==> src/rtl/ctrl_pkg.sv <==
// Shared definitions for the ALU-B select sequencer: FSM states, mux selects,
// ALU op codes and the instruction fields the decoder recognises.
package ctrl_pkg;

  typedef enum logic [2:0] {
    IDLE,
    FETCH,
    DECODE,
    EXEC,
    MEM,
    DONE
  } state_e;

  // ALU-B mux sources; codes 6 and 7 are never driven
  localparam logic [2:0] ULAB_REG_B    = 3'd0;
  localparam logic [2:0] ULAB_CONST4   = 3'd1;
  localparam logic [2:0] ULAB_SEXT     = 3'd2;
  localparam logic [2:0] ULAB_SEXT_SH2 = 3'd3;
  localparam logic [2:0] ULAB_ZEXT     = 3'd4;
  localparam logic [2:0] ULAB_CONST1   = 3'd5;

  localparam logic [2:0] ULA_PASS_A = 3'b000;
  localparam logic [2:0] ULA_ADD    = 3'b001;
  localparam logic [2:0] ULA_SUB    = 3'b010;
  localparam logic [2:0] ULA_AND    = 3'b011;
  localparam logic [2:0] ULA_CMP    = 3'b111;

  localparam logic [5:0] OP_RTYPE = 6'h00;
  localparam logic [5:0] OP_BEQ   = 6'h04;
  localparam logic [5:0] OP_BNE   = 6'h05;
  localparam logic [5:0] OP_ADDI  = 6'h08;
  localparam logic [5:0] OP_SLTI  = 6'h0A;
  localparam logic [5:0] OP_ANDI  = 6'h0C;
  localparam logic [5:0] OP_LW    = 6'h23;
  localparam logic [5:0] OP_SW    = 6'h2B;

  localparam logic [5:0] FN_ADD = 6'h20;
  localparam logic [5:0] FN_SUB = 6'h22;
  localparam logic [5:0] FN_AND = 6'h24;
  localparam logic [5:0] FN_SLT = 6'h2A;

  typedef struct packed {
    logic [2:0] sel;
    logic [2:0] op;
    logic       is_mem;
    logic       is_illegal;
  } dec_t;

endpackage

==> src/rtl/ula_b_dec.sv <==
// Combinational EXEC-phase decoder: {opcode, funct} -> ALU-B select, ALU op,
// memory-access flag and illegal flag. Illegal encodings yield sel=0, op=pass A.
module ula_b_dec
  import ctrl_pkg::*;
(
  input  logic [5:0] opcode_i,
  input  logic [5:0] funct_i,
  output dec_t       dec_o
);

  always_comb begin
    // NOTE: every combinational output gets a default first so no path infers a latch.
    dec_o = '{sel: ULAB_REG_B, op: ULA_PASS_A, is_mem: 1'b0, is_illegal: 1'b0};
    case (opcode_i)
      OP_RTYPE: begin
        case (funct_i)
          FN_ADD:  dec_o.op = ULA_ADD;
          FN_SUB:  dec_o.op = ULA_SUB;
          FN_AND:  dec_o.op = ULA_AND;
          FN_SLT:  dec_o.op = ULA_CMP;
          default: dec_o.is_illegal = 1'b1;
        endcase
      end
      OP_ADDI: dec_o = '{sel: ULAB_SEXT, op: ULA_ADD, is_mem: 1'b0, is_illegal: 1'b0};
      OP_SLTI: dec_o = '{sel: ULAB_SEXT, op: ULA_CMP, is_mem: 1'b0, is_illegal: 1'b0};
      OP_ANDI: dec_o = '{sel: ULAB_ZEXT, op: ULA_AND, is_mem: 1'b0, is_illegal: 1'b0};
      OP_BEQ,
      OP_BNE:  dec_o = '{sel: ULAB_REG_B, op: ULA_SUB, is_mem: 1'b0, is_illegal: 1'b0};
      OP_LW,
      OP_SW:   dec_o = '{sel: ULAB_SEXT, op: ULA_ADD, is_mem: 1'b1, is_illegal: 1'b0};
      default: dec_o.is_illegal = 1'b1;
    endcase
  end

endmodule

==> src/rtl/ula_b_sel_seq.sv <==
// Multicycle sequencer driving the ALU-B mux select and ALU op for one instruction:
// FETCH -> DECODE -> EXEC [-> MEM] -> DONE, with registered (Moore) outputs.
module ula_b_sel_seq
  import ctrl_pkg::*;
#(
  parameter int CNT_W      = 16,
  parameter int MEM_CYCLES = 1
) (
  input  logic             clk,
  input  logic             reset,
  input  logic             start,
  input  logic             mem_wait,
  input  logic [5:0]       opcode,
  input  logic [5:0]       funct,
  output logic [2:0]       sel_ulaB,
  output logic [2:0]       ula_op,
  output logic             busy,
  output logic             done,
  output logic             illegal,
  output logic [CNT_W-1:0] retired
);

  localparam logic [2:0] DWELL_INIT = 3'(MEM_CYCLES - 1);

  state_e           state_q, state_d;
  logic [5:0]       opcode_q, funct_q;
  logic [2:0]       dwell_q, dwell_d;
  logic [2:0]       sel_q, sel_d, op_q, op_d;
  logic             busy_q, busy_d, done_q, done_d, illegal_q, illegal_d;
  logic [CNT_W-1:0] retired_q, retired_d;
  logic [5:0]       dec_opcode, dec_funct;
  dec_t             dec;

  // Leaving DECODE the decoder must see the live fields so EXEC outputs land with the state.
  assign dec_opcode = (state_q == DECODE) ? opcode : opcode_q;
  assign dec_funct  = (state_q == DECODE) ? funct  : funct_q;

  ula_b_dec u_dec (
    .opcode_i (dec_opcode),
    .funct_i  (dec_funct),
    .dec_o    (dec)
  );

  always_ff @(posedge clk or negedge reset) begin
    if (!reset) begin
      state_q   <= IDLE;
      opcode_q  <= '0;
      funct_q   <= '0;
      dwell_q   <= '0;
      sel_q     <= ULAB_REG_B;
      op_q      <= ULA_PASS_A;
      busy_q    <= 1'b0;
      done_q    <= 1'b0;
      illegal_q <= 1'b0;
      retired_q <= '0;
    end else begin
      // NOTE: non-blocking updates so every register samples pre-edge values.
      state_q   <= state_d;
      dwell_q   <= dwell_d;
      sel_q     <= sel_d;
      op_q      <= op_d;
      busy_q    <= busy_d;
      done_q    <= done_d;
      illegal_q <= illegal_d;
      retired_q <= retired_d;
      if (state_q == DECODE) begin
        opcode_q <= opcode;
        funct_q  <= funct;
      end
    end
  end

  always_comb begin
    state_d = state_q;
    dwell_d = dwell_q;
    case (state_q)
      IDLE:   if (start) state_d = FETCH;
      FETCH:  if (!mem_wait) state_d = DECODE;
      DECODE: state_d = EXEC;
      EXEC: begin
        if (dec.is_illegal) begin
          state_d = IDLE;
        end else if (dec.is_mem) begin
          state_d = MEM;
          dwell_d = DWELL_INIT;
        end else begin
          state_d = DONE;
        end
      end
      // Dwell counts only unstalled cycles; exit needs both the count spent and no stall.
      MEM: begin
        if (!mem_wait) begin
          if (dwell_q == 3'd0) state_d = DONE;
          else                 dwell_d = dwell_q - 3'd1;
        end
      end
      DONE:    state_d = start ? FETCH : IDLE;
      default: state_d = IDLE;
    endcase
  end

  // Output values are computed from the next state so they appear together with it.
  always_comb begin
    sel_d     = ULAB_REG_B;
    op_d      = ULA_PASS_A;
    busy_d    = (state_d != IDLE);
    done_d    = (state_d == DONE);
    illegal_d = 1'b0;
    retired_d = retired_q;
    case (state_d)
      FETCH: begin
        sel_d = ULAB_CONST4;
        op_d  = ULA_ADD;
      end
      DECODE: begin
        sel_d = ULAB_SEXT_SH2;
        op_d  = ULA_ADD;
      end
      EXEC: begin
        sel_d     = dec.sel;
        op_d      = dec.op;
        illegal_d = dec.is_illegal;
      end
      MEM: begin
        sel_d = sel_q;
        op_d  = op_q;
      end
      DONE:    retired_d = retired_q + CNT_W'(1);
      default: ;
    endcase
  end

  assign sel_ulaB = sel_q;
  assign ula_op   = op_q;
  assign busy     = busy_q;
  assign done     = done_q;
  assign illegal  = illegal_q;
  assign retired  = retired_q;

endmodule

==> config.mk <==
export PLATFORM = sky130hd
export DESIGN_NAME = ula_b_sel_seq
export DESIGN_NICKNAME = d
export VERILOG_FILES = /design/src/rtl/ctrl_pkg.sv /design/src/rtl/ula_b_dec.sv /design/src/rtl/ula_b_sel_seq.sv
export SDC_FILE = /design/constraint.sdc
export NUM_CORES = 1
export LEC_CHECK = 0
export ABC_AREA = 1
export BUFFER_PORTS_ARGS = -buffer_cell sky130_fd_sc_hd__clkbuf_2
export CORE_MARGIN = 5
export CORE_UTILIZATION = 45
export DETAILED_ROUTE_END_ITERATION = 8
export GPL_TIMING_DRIVEN = 0
export PLACE_DENSITY = 0.69
export SLEW_MARGIN = 20
export SYNTH_ARGS = -nofsm -noshare
export SYNTH_HDL_FRONTEND = slang
export SYNTH_SLANG_ARGS = --single-unit
==> constraint.sdc <==
create_clock -name clk -period 3.4 [get_ports clk]
set_clock_uncertainty 0.05 [all_clocks]
set_input_delay 0.17 -clock clk [delete_from_list [all_inputs] [get_ports clk]]
set_output_delay 0.17 -clock clk [all_outputs]
set_load 0.005 [all_outputs]
Word-level counts from Yosys, hierarchy flattened
Cells that the tools add are included.
W data, S select, Z words.
- input port bits: 16
- memory bits (writable): 0
- memories kept: 0
- word-level logic and storage cells: 74
- output and inout bits: 25
- register bits after elaboration: 43
- bits in latches: 0
- bits in read-only memories: 0
- bitwise gates (word level): 0
- order comparisons: 0
- mux-type cells: 24
- div/mod/pow operators: 0
- add/sub/neg operators: 2
- eq/ne operators: 25
- shifts and indexed selects: 0
- $mul: 0
- reductions and logical operators: 13
- operator list (kind ; number):
    $eq A6 B6 Y1 const B ; 6
    $mux W3 ; 9
    $pmux W3 S4 ; 2
    $eq A6 B4 Y1 const B ; 3
    $pmux W3 S6 ; 1
    $add A16 B1 Y16 const B ; 1
    $pmux W3 S5 ; 1
    $eq A3 B2 Y1 const B ; 4
    $eq A3 B3 Y1 const B ; 4
    $eq A6 B3 Y1 const B ; 2
    $mux W6 ; 2
    $pmux W3 S2 ; 2
    $pmux W3 S3 ; 1
    $ne A2 B2 Y1 const B ; 4
    $reduce_or A4 Y1 ; 2
    $reduce_or A7 Y1 ; 1
    $eq A3 B1 Y1 const B ; 2
    $logic_not A3 Y1 ; 2
    $logic_not A6 Y1 ; 1
    $reduce_or A2 Y1 ; 3
    $mux W1 ; 5
    $reduce_and A5 Y1 ; 1
    $reduce_bool A3 Y1 ; 1
    $reduce_or A3 Y1 ; 1
    3 further kinds ; 3

Depth between registers and ports, before layout
Gate-level depths: netlist of run 1.
- depth after elaboration: 11
- gate-level depth with buffers: 17
- depth with buffers taken out: 16

Cells and area by module
A second synthesis of run 1 with hierarchy kept.
- cell total of the unflattened synthesis: 301
- area total of the unflattened synthesis: 2457.4 um^2
- by module, submodules not included (module ; cells each ; area each (um^2) ; times used ; sequential area each (um^2)):
    ula_b_sel_seq ; 237 ; 2152.1 ; 1 ; 1076.0
    ula_b_dec ; 64 ; 305.3 ; 1 ; 0.0

Worst setup path after synthesis of run 1
No wires, ideal clock.
- path type: register -> register
- from: register state_q[0]
- to: register retired_q[13] (netlist: retired[13])
- data required time: 3.233 ns
- period minus slack after synthesis: 2.116 ns
- setup time: 0.117 ns
- buffers on the path: 1
- stages on the path, launching flop included: 16
- path slack: 1.284 ns
- arrival time: 1.949 ns
- cell sequence: dfrtp_1 nor2_4 nand2_4 nand2_1 nand2_4 nor2_8 nand2_4 nor2_4 nor2_2 nand2_4 nand3b_4 nand2_4 nand3_4 buf_6 nand2_1 nand2_1
- word-level cells in the longest chain between the ends: 9
- elaborated cells between the ends (all ways): 34
- those cells by class: eq/ne (17); mux (12); reduce/logical (5)
- RTL lines (what ; RTL line ; RTL):
    start, declared ; ula_b_sel_seq.sv:25 ; state_e state_q, state_d;
    start signal, assigned ; ula_b_sel_seq.sv:58 ; state_q <= state_d;
    $eq A3 B2 Y1 (*) ; ula_b_sel_seq.sv:35 ; assign dec_opcode = (state_q == DECODE) ? opcode : opcode_q;
    $mux W6 (*) ; - ;
    via dec_opcode[5] ; ula_b_sel_seq.sv:31 ; logic [5:0] dec_opcode, dec_funct;
    parallel branches: the longest is 4 deep, another holds $reduce_or A7 Y1 ; - ;
    $mux W3 (*) ; ula_b_sel_seq.sv:81 ; if (dec.is_illegal) begin
    $pmux W3 S6 (*) ; ula_b_sel_seq.sv:76 ; case (state_q)
    $eq A3 B3 Y1 (*) ; ula_b_sel_seq.sv:110 ; case (state_d)
    end signal, assigned ; ula_b_sel_seq.sv:65 ; retired_q <= retired_d;
    end, declared ; ula_b_sel_seq.sv:30 ; logic [CNT_W-1:0] retired_q, retired_d;
Mark *: on every way through the listed nets, which the timed path passes.
A chain may end at the register's enable or synchronous reset.

Final worst setup path of run 1
- from: register state_q[0]
- to: register retired_q[13] (netlist: retired[13])
- word-level cells in the longest chain between the ends: 9
- elaborated cells between the ends (all ways): 34
- those cells by class: eq/ne (17); mux (12); reduce/logical (5)
- RTL lines (what ; RTL line):
    $eq A3 B2 Y1 ; ula_b_sel_seq.sv:35, ula_b_sel_seq.sv:36, ula_b_sel_seq.sv:76
    $mux W6 ; -
    $eq A6 B6 Y1, on equally long branches ; ula_b_dec.sv:16, ula_b_dec.sv:14
    $reduce_or A4 Y1 (no source line) or $reduce_or A2 Y1 (tied branches) ; -
    $mux W1, on equally long branches ; ula_b_dec.sv:16, ula_b_dec.sv:14
    $pmux W1 S2 or $mux W1 (tied branches) ; ula_b_dec.sv:14, ula_b_sel_seq.sv:83
    $mux W3 ; ula_b_sel_seq.sv:81
    $pmux W3 S6 (*) ; ula_b_sel_seq.sv:76
    $eq A3 B3 Y1 (*) ; ula_b_sel_seq.sv:110
Mark *: on every way between the ends. The rest lies on a longest branch, timed or not.

==> results of run 1 <==
[where the power goes]
group / internal (mW) / switching (mW) / leakage, nW
Clock: 0.215 / 0.174 / 0.0502
Sequential: 0.665 / 0.0871 / 0.560
Combinational: 0.491 / 0.871 / 0.973
Total: 1.37 / 1.13 / 1.58
[through the flow]
step                cell area, sq um  setup slack [ps]
floorplan                       2600              1280
global placement                2890              1010
detailed placement              2890               967
CTS                             3000               958
global route                    3010               696
finish                          3010               980
[per-layer routing]
metal  GRT usage [%]  part of all wire (%)  vias to the layer above
met5               0                     0                        -
met4            4.60                   1.0                        0
met3            3.46                   4.9                        7
met2            27.5                    50                       49
met1            19.5                    45                     1005
li1                -                     -                     1115
[worst paths after layout]
| check | slack (ps) | cells past startpoint | startpoint | to |
|---|---|---|---|---|
| max | 980 | 14 | state_q[0] | retired[13] |
| min | 50 | 3 | funct[4] | funct_q[4] |
| min reg2reg | 430 | 2 | ula_op[2] | ula_op[2] |
| min in group asynchronous | 350 | 2 | reset | opcode_q[0] |
| max reg2reg | 980 | 14 | state_q[0] | retired[13] |
| max in group asynchronous | 2570 | 2 | reset | retired[8] |
[flip-flops by register name, summed over array words and instances, names as in the netlist]
name,flops
retired,16
funct_q,6
opcode_q,6
dwell_q,3
sel_ulaB,3
state_q,3
ula_op,3
busy,1
done,1
illegal,1
[final cells by class]
| type | instances | area [sq um] | share of cell area, % |
|---|---|---|---|
| multi-input combinational | 234 | 1320 | 43.9 |
| inverter | 31 | 116 | 3.86 |
| clock inverter | 2 | 37.5 | 1.25 |
| tap | 72 | 90.1 | 2.99 |
| timing repair buffer | 41 | 213 | 7.06 |
| buffer | 8 | 88.8 | 2.95 |
| clock buffer | 5 | 68.8 | 2.29 |
| sequential | 43 | 1080 | 35.7 |
[layout by cell type, fill, tap and decap left out, types with 2 or more instances in the layout]
cell type and n:
nor2_1 23, nand3_4 3, nand2_1 98, nand2_4 8
dfrtp_1 43, nor3_1 6, o21ai_2 2, xor2_1 8
a21oi_1 3, ha_1 3, clkbuf_2 39, buf_6 3
clkbuf_8 5, nor2_2 2, inv_2 3, nand2_2 7
inv_1 28, xnor2_1 6, o21ai_0 6, nand3b_1 3
nand4_1 19, nor2_4 4, nand3_1 21, buf_4 3
nand3_2 2
[critical path: cells and delay by family (launching register included)]
family,cells,cell delay (ps)
simple gates,11,1400
flops,1,440
compound gates,1,60
buf+inv,2,360
[kinds of logic (layout without fill, tap and decap cells)]
logic type / Yosys count / count (layout) / share of synthesized area (%)
AO/OA/AOI/OAI: 16 / 16 / 4.04
XOR/XNOR: 14 / 14 / 4.71
adder cells (fa/ha/maj): 3 / 3 / 1.44
buffers and inverters: 39 / 87 / 7.88
flip-flops: 43 / 43 / 41.3
AND/OR/NAND/NOR: 201 / 201 / 40.6
==> results.tsv, run 1 <==
stage	metric	value	unit
timing	setup_viol	0	
synthesis	synthesis.area	2600	sq um
layout	utilization	54.0	%
job	drv_cap	0	
synthesis	netlist_instances	316	
timing	whs	45.9	ps
cts	ctsHoldBuffers	0	
run_status	outcome	complete, no violations	
detailed_routing	drt_first_pass_iters	5	
die	die_y	86.1	um
global_routing	grt_pass1_vias	2246	
cts	cts_resized	0	
detailed_routing	routed_wl	5.32	mm
detailed_routing	via_count	2176	
synthesis	synth_top_cell_area_share	41.3	%
timing	fin_tns_setup	0	ps
synthesis	syn-num-nets	335	
synthesis	yosysWarnings	0	
global_routing	grt_pass1_wl	9.67	mm
synthesis	async_reset_ff_share	100	%
global_routing	grt_usage	15.8	%
layout	drive_gt1_share	24.7	%
synthesis	ys_top_cells_by_area	dfrtp_1 41%, nand2_1 14%, nand4_1 4.6%, inv_1 4.0%, nand3_1 4.0%	
worst_setup_path	worst_ep_required_time	3530	ps
power_and_ir_drop	p_leak	1.58	nW
cts	cts_buffers	5	
power_and_ir_drop	total_power	2.50	mW
global_routing	overflow	0	
cts	cts_tree	built	
cts	clockBufferDepth	2	
placed_design	dp_hpwl	3.97	mm
worst_setup_path	critPathMaxFanout	10	
worst_setup_path	end_kind	flip-flop	
timing	min_period_over_period	71.2	%
worst_setup_path	critical_path_arrival	2560	ps
timing	rsz0062_at_grt	false	
layout	final_cells	436	
placed_design	io_buffers	40	
power_and_ir_drop	powerDensity	831	nW/um^2
die	ioPinCount	41	
placed_design	gp_congestion	0.861	
timing	hold_viol	0	
timing	worst_pin_slew	598	ps
worst_hold_path	min_path_type	input pin to flip-flop	
die	start_util	46.7	%
timing	finalMaxSlewViolations	0	
global_routing	grt_max_degree	44	
worst_setup_path	cpMaxStageDelayCell	dfrtp_1	
placed_design	placed_cells_incl_taps	428	
synthesis	yosys.area.top_type	dfrtp_1	
layout	nets	383	
global_routing	antenna_found_initial	0	
synthesis	synth_edf_count	0	
layout	area_delta_synth_final	15.7	%
synthesis	synth_most_common_cell	nand2_1	
synthesis	synth_commonest_cells	98 x nand2_1, 43 x dfrtp_1, 28 x inv_1	
cts	cts.sinks	43	
worst_setup_path	crit_type	flip-flop to flip-flop	
die	dieWidth	86.1	um
layout	final.fill_count	539	
detailed_routing	viasPerCell	4.99	
synthesis	synth.avg_cell_area	8.24	sq um
layout	diodes	0	
worst_setup_path	startpoint_type	flip-flop	
synthesis	ys_ff_latch	43	
cts	post_cts_buffers	0	
cts	htree_levels	2	
worst_setup_path	crit_chain	nor2_4, nand2_4, buf_6, nand2_2, o21ai_2, nor2_1, nand3b_1, nand3_4, nand3b_4, nand2_4, nand3_4, buf_6, nand2_1, nand2_1	
cts	worstSkewPairLatency	290	ps
synthesis	yosysSeqAreaShare	41.3	%
synthesis	synthDistinctLibCells	36	
worst_setup_path	max_stage_delay	440	ps
die	rows	27	
die	coreArea	5570	sq um
detailed_routing	ant_nets	0	
cts	cts_root_buf	clkbuf_8	
die	dieArea	7400	sq um
timing	period_needed	2420	ps
detailed_routing	post-route-drc-count	0	
timing	slew_headroom	59.8	%
synthesis	synth-main-ff-cell	dfrtp_1	
detailed_routing	detail_route.wl_per_cell	12.2	um
cts	cts.reportedPaths.clkPinSlew	80	ps
power_and_ir_drop	peakVddDrop	0.343	mV
timing	max_freq	0.413	GHz
detailed_routing	drt_iter0_markers	65	
Note: power is estimated with default switching activity, not from simulation.
==> run 2, diff against run 1 <==
Clock period 3.4 ns to 2.3 ns, I/O delays scaled along.
==> run 2 against run 1 <==
Compared with the run above:
- core utilization increased by 3.3 points
- the flow now finishes with violations (negative setup slack)
- final area increased by 6.0%
- highest routed layer unchanged
- die area unchanged
- routed wire length increased by 7.9%
- clock power increased by 48%
- combinational power increased by 74%
- count of clock-buffer cells in the layout unchanged
- largest cell class unchanged
==> results.tsv, run 2 (synthesis results as in run 1) <==
stage	metric	value	unit	change
layout	drive_gt1_share	29.7	%	+5.0 points
cts	cts.reportedPaths.clkPinSlew	80	ps	about the same
worst_setup_path	crit_family	simple AND/OR/NAND/NOR gates		
placed_design	gp_congestion	0.861		unchanged
detailed_routing	post-route-drc-count	0		unchanged
die	rows	27		unchanged
detailed_routing	detail_route.wl_per_cell	12.8	um	+4.8%
timing	whs	8.04	ps	-37.8 ps
die	ioPinCount	41		unchanged
placed_design	dpl-instance-area	2890	sq um	unchanged
job	drv_cap	0		unchanged
timing	setup_viol	7		+7
die	coreArea	5570	sq um	unchanged
detailed_routing	via_count	2261		+3.9%
timing	worst_pin_slew	542	ps	-55.9 ps
layout	stdcell_area	3190	sq um	+6.0%
placed_design	dp_hpwl	3.97	mm	unchanged
layout	layout_common_cells	95 x nand2_1, 42 x dfrtp_1, 39 x clkbuf_2		
power_and_ir_drop	p_switching	1.84	mW	+62%
worst_setup_path	max_stage_delay	440	ps	about the same
layout	area_delta_synth_final	22.7	%	
timing	finalMaxSlewViolations	0		unchanged
cts	worstSkewPairLatency	290	ps	about the same
layout	diodes	0		unchanged
worst_setup_path	critPathMaxFanout	10		unchanged
worst_setup_path	startpoint_type	flip-flop		
worst_setup_path	cpMaxStageDelayCell	dfrtp_2		
global_routing	grt_pass1_vias	2240		-0.27%
cts	cts_tree	built		
worst_setup_path	crit_chain	nor2_4, nand2_4, nand2_2, nand2_4, nor2_8, nand2_1, nor2_1, nor2_4, nand2_4, nand3b_4, nand2_8, nand3_2, nand2_1, nand2_1		
die	start_util	46.7	%	unchanged
timing	hold_viol	0		unchanged
timing	rsz0062_at_grt	true		
global_routing	grt_pass1_wl	9.85	mm	+1.9%
timing	period_needed	2310	ps	-107 ps
power_and_ir_drop	p_leak	1.66	nW	+4.7%
power_and_ir_drop	p_int	2.23	mW	+63%
die	dieArea	7400	sq um	unchanged
worst_setup_path	worst_ep_required_time	2440	ps	-1090 ps
detailed_routing	viasPerCell	5.04		+0.90%
worst_setup_path	r2r_start	state_q[0]		
detailed_routing	routed_wl	5.75	mm	+7.9%
power_and_ir_drop	powerDensity	1270	nW/um^2	+53%
placed_design	io_buffers	40		unchanged
global_routing	grt_usage	16.1	%	+0.32 points
global_routing	overflow	0		unchanged
die	die_y	86.1	um	unchanged
layout	final_common_cell	nand2_1		
worst_hold_path	min_path_type	input pin to flip-flop		
timing	slew_headroom	63.9	%	+4.0 points
timing	fin_ws	-13.5	ps	-993 ps
timing	max_freq	0.432	GHz	+4.6%
timing	min_period_over_period	101	%	+29 points
worst_setup_path	crit_type	flip-flop to flip-flop		
detailed_routing	ant_nets	0		unchanged
placed_design	placed_cells_incl_taps	428		unchanged
worst_hold_path	holdCritStartpoint	funct[3]		
worst_setup_path	end_kind	flip-flop		
cts	cts_buffers	5		unchanged
run_status	failed_checks	negative setup slack		
cts	htree_levels	2		unchanged
die	dieWidth	86.1	um	unchanged
run_status	outcome	finished with violations		
power_and_ir_drop	p_comb_share	58.3	%	+3.9 points
layout	utilization	57.3	%	+3.3 points
global_routing	grt_max_degree	44		unchanged
cts	cts_root_buf	clkbuf_8		
detailed_routing	drt_iter0_markers	95		+46%
global_routing	antenna_found_initial	0		unchanged
power_and_ir_drop	p_clk_share	14.2	%	-1.3 points
cts	clockBufferDepth	2		unchanged
worst_setup_path	ff2ff_setup_slack	-10	ps	-990 ps
worst_setup_path	cp-startpoint	state_q[0]		
cts	cts.sinks	43		unchanged
worst_setup_path	path_buf_inv	0		-2
detailed_routing	drt_first_pass_iters	4		-1
layout	largest_register_ffs	16		unchanged
layout	final_cells	449		+3.0%
layout	nets	396		+3.4%
worst_setup_path	critical_path_arrival	2450	ps	-110 ps
power_and_ir_drop	seqPwrFrac	27.6	%	-2.4 points
power_and_ir_drop	peakVddDrop	0.551	mV	+61%
power_and_ir_drop	sw_frac_of_total	45.2	%	-0.078 points
==> run 2: cell types whose count changed in the layout (fill, tap and decap cells not counted), sizes merged <==
cell         change
buf              +9
dlygate4sd3      +2
nand2            +1
nand3            +1
==> run 2: repair_timing <==
action,in CTS,in global routing
hold buffers,2,1
resized for setup,4,14
pin swaps,3,10
setup buffers,4,6
setup endpoints to repair,18,27
hold endpoints to repair,2,43
cloned,1,1
==> run 2: final cells by class <==
cell class                      count  area, sq um
Fill cell                         524         2380
Multi-Input combinational cell    236         1400
Sequential cell                    43         1080
Timing Repair Buffer               53          324
Inverter                           31          119
Tap cell                           72         90.1
Buffer                              7         81.3
Clock buffer                        5         68.8
Clock inverter                      2         37.5
==> run 2: through the flow <==
stage          setup TNS, ps  worst slack (ps)  power [mW]
2_1_floorplan              0               184        2.73
3_3_place_gp            -786             -89.8        3.12
3_5_place_dp           -1410              -133        3.16
4_1_cts                    0              25.7        3.84
5_1_grt                -2900              -144        4.40
6_report               -61.7             -13.5        4.07
==> run 2: power groups by stage <==
stage / Clock (mW) / Sequential (mW) / Combinational (mW)
after floorplan: 0 / 1.11 / 1.62
after global placement: 0 / 1.12 / 2.00
after detailed placement: 0 / 1.13 / 2.03
after CTS: 0.594 / 1.11 / 2.13
after global routing: 0.624 / 1.15 / 2.62
final: 0.577 / 1.12 / 2.37
==> run 2: layer usage <==
layer / wire, um / track usage, % / vias to the layer above
li1: - / - / 1140
met1: 2540 / 20.1 / 1060
met2: 2880 / 28.4 / 52
met3: 255 / 3.46 / 9
met4: 72 / 3.74 / 0
met5: 0 / 0 / -
==> run 2: worst min-delay path, delay by kind of cell <==
| family | cells | cell delay [ps] |
|---|---|---|
| buf+inv | 2 | 140 |
| compound gates | 1 | 70 |
==> run 2: worst paths after layout <==
kind                                    end  cells past startpoint
worst max-delay path             retired[6]                     14
worst min-delay path             funct_q[3]                      3
worst max register to register   retired[6]                     14
worst min register to register    ula_op[2]                      2
max in group asynchronous        state_q[0]                      2
min in group asynchronous       opcode_q[0]                      2
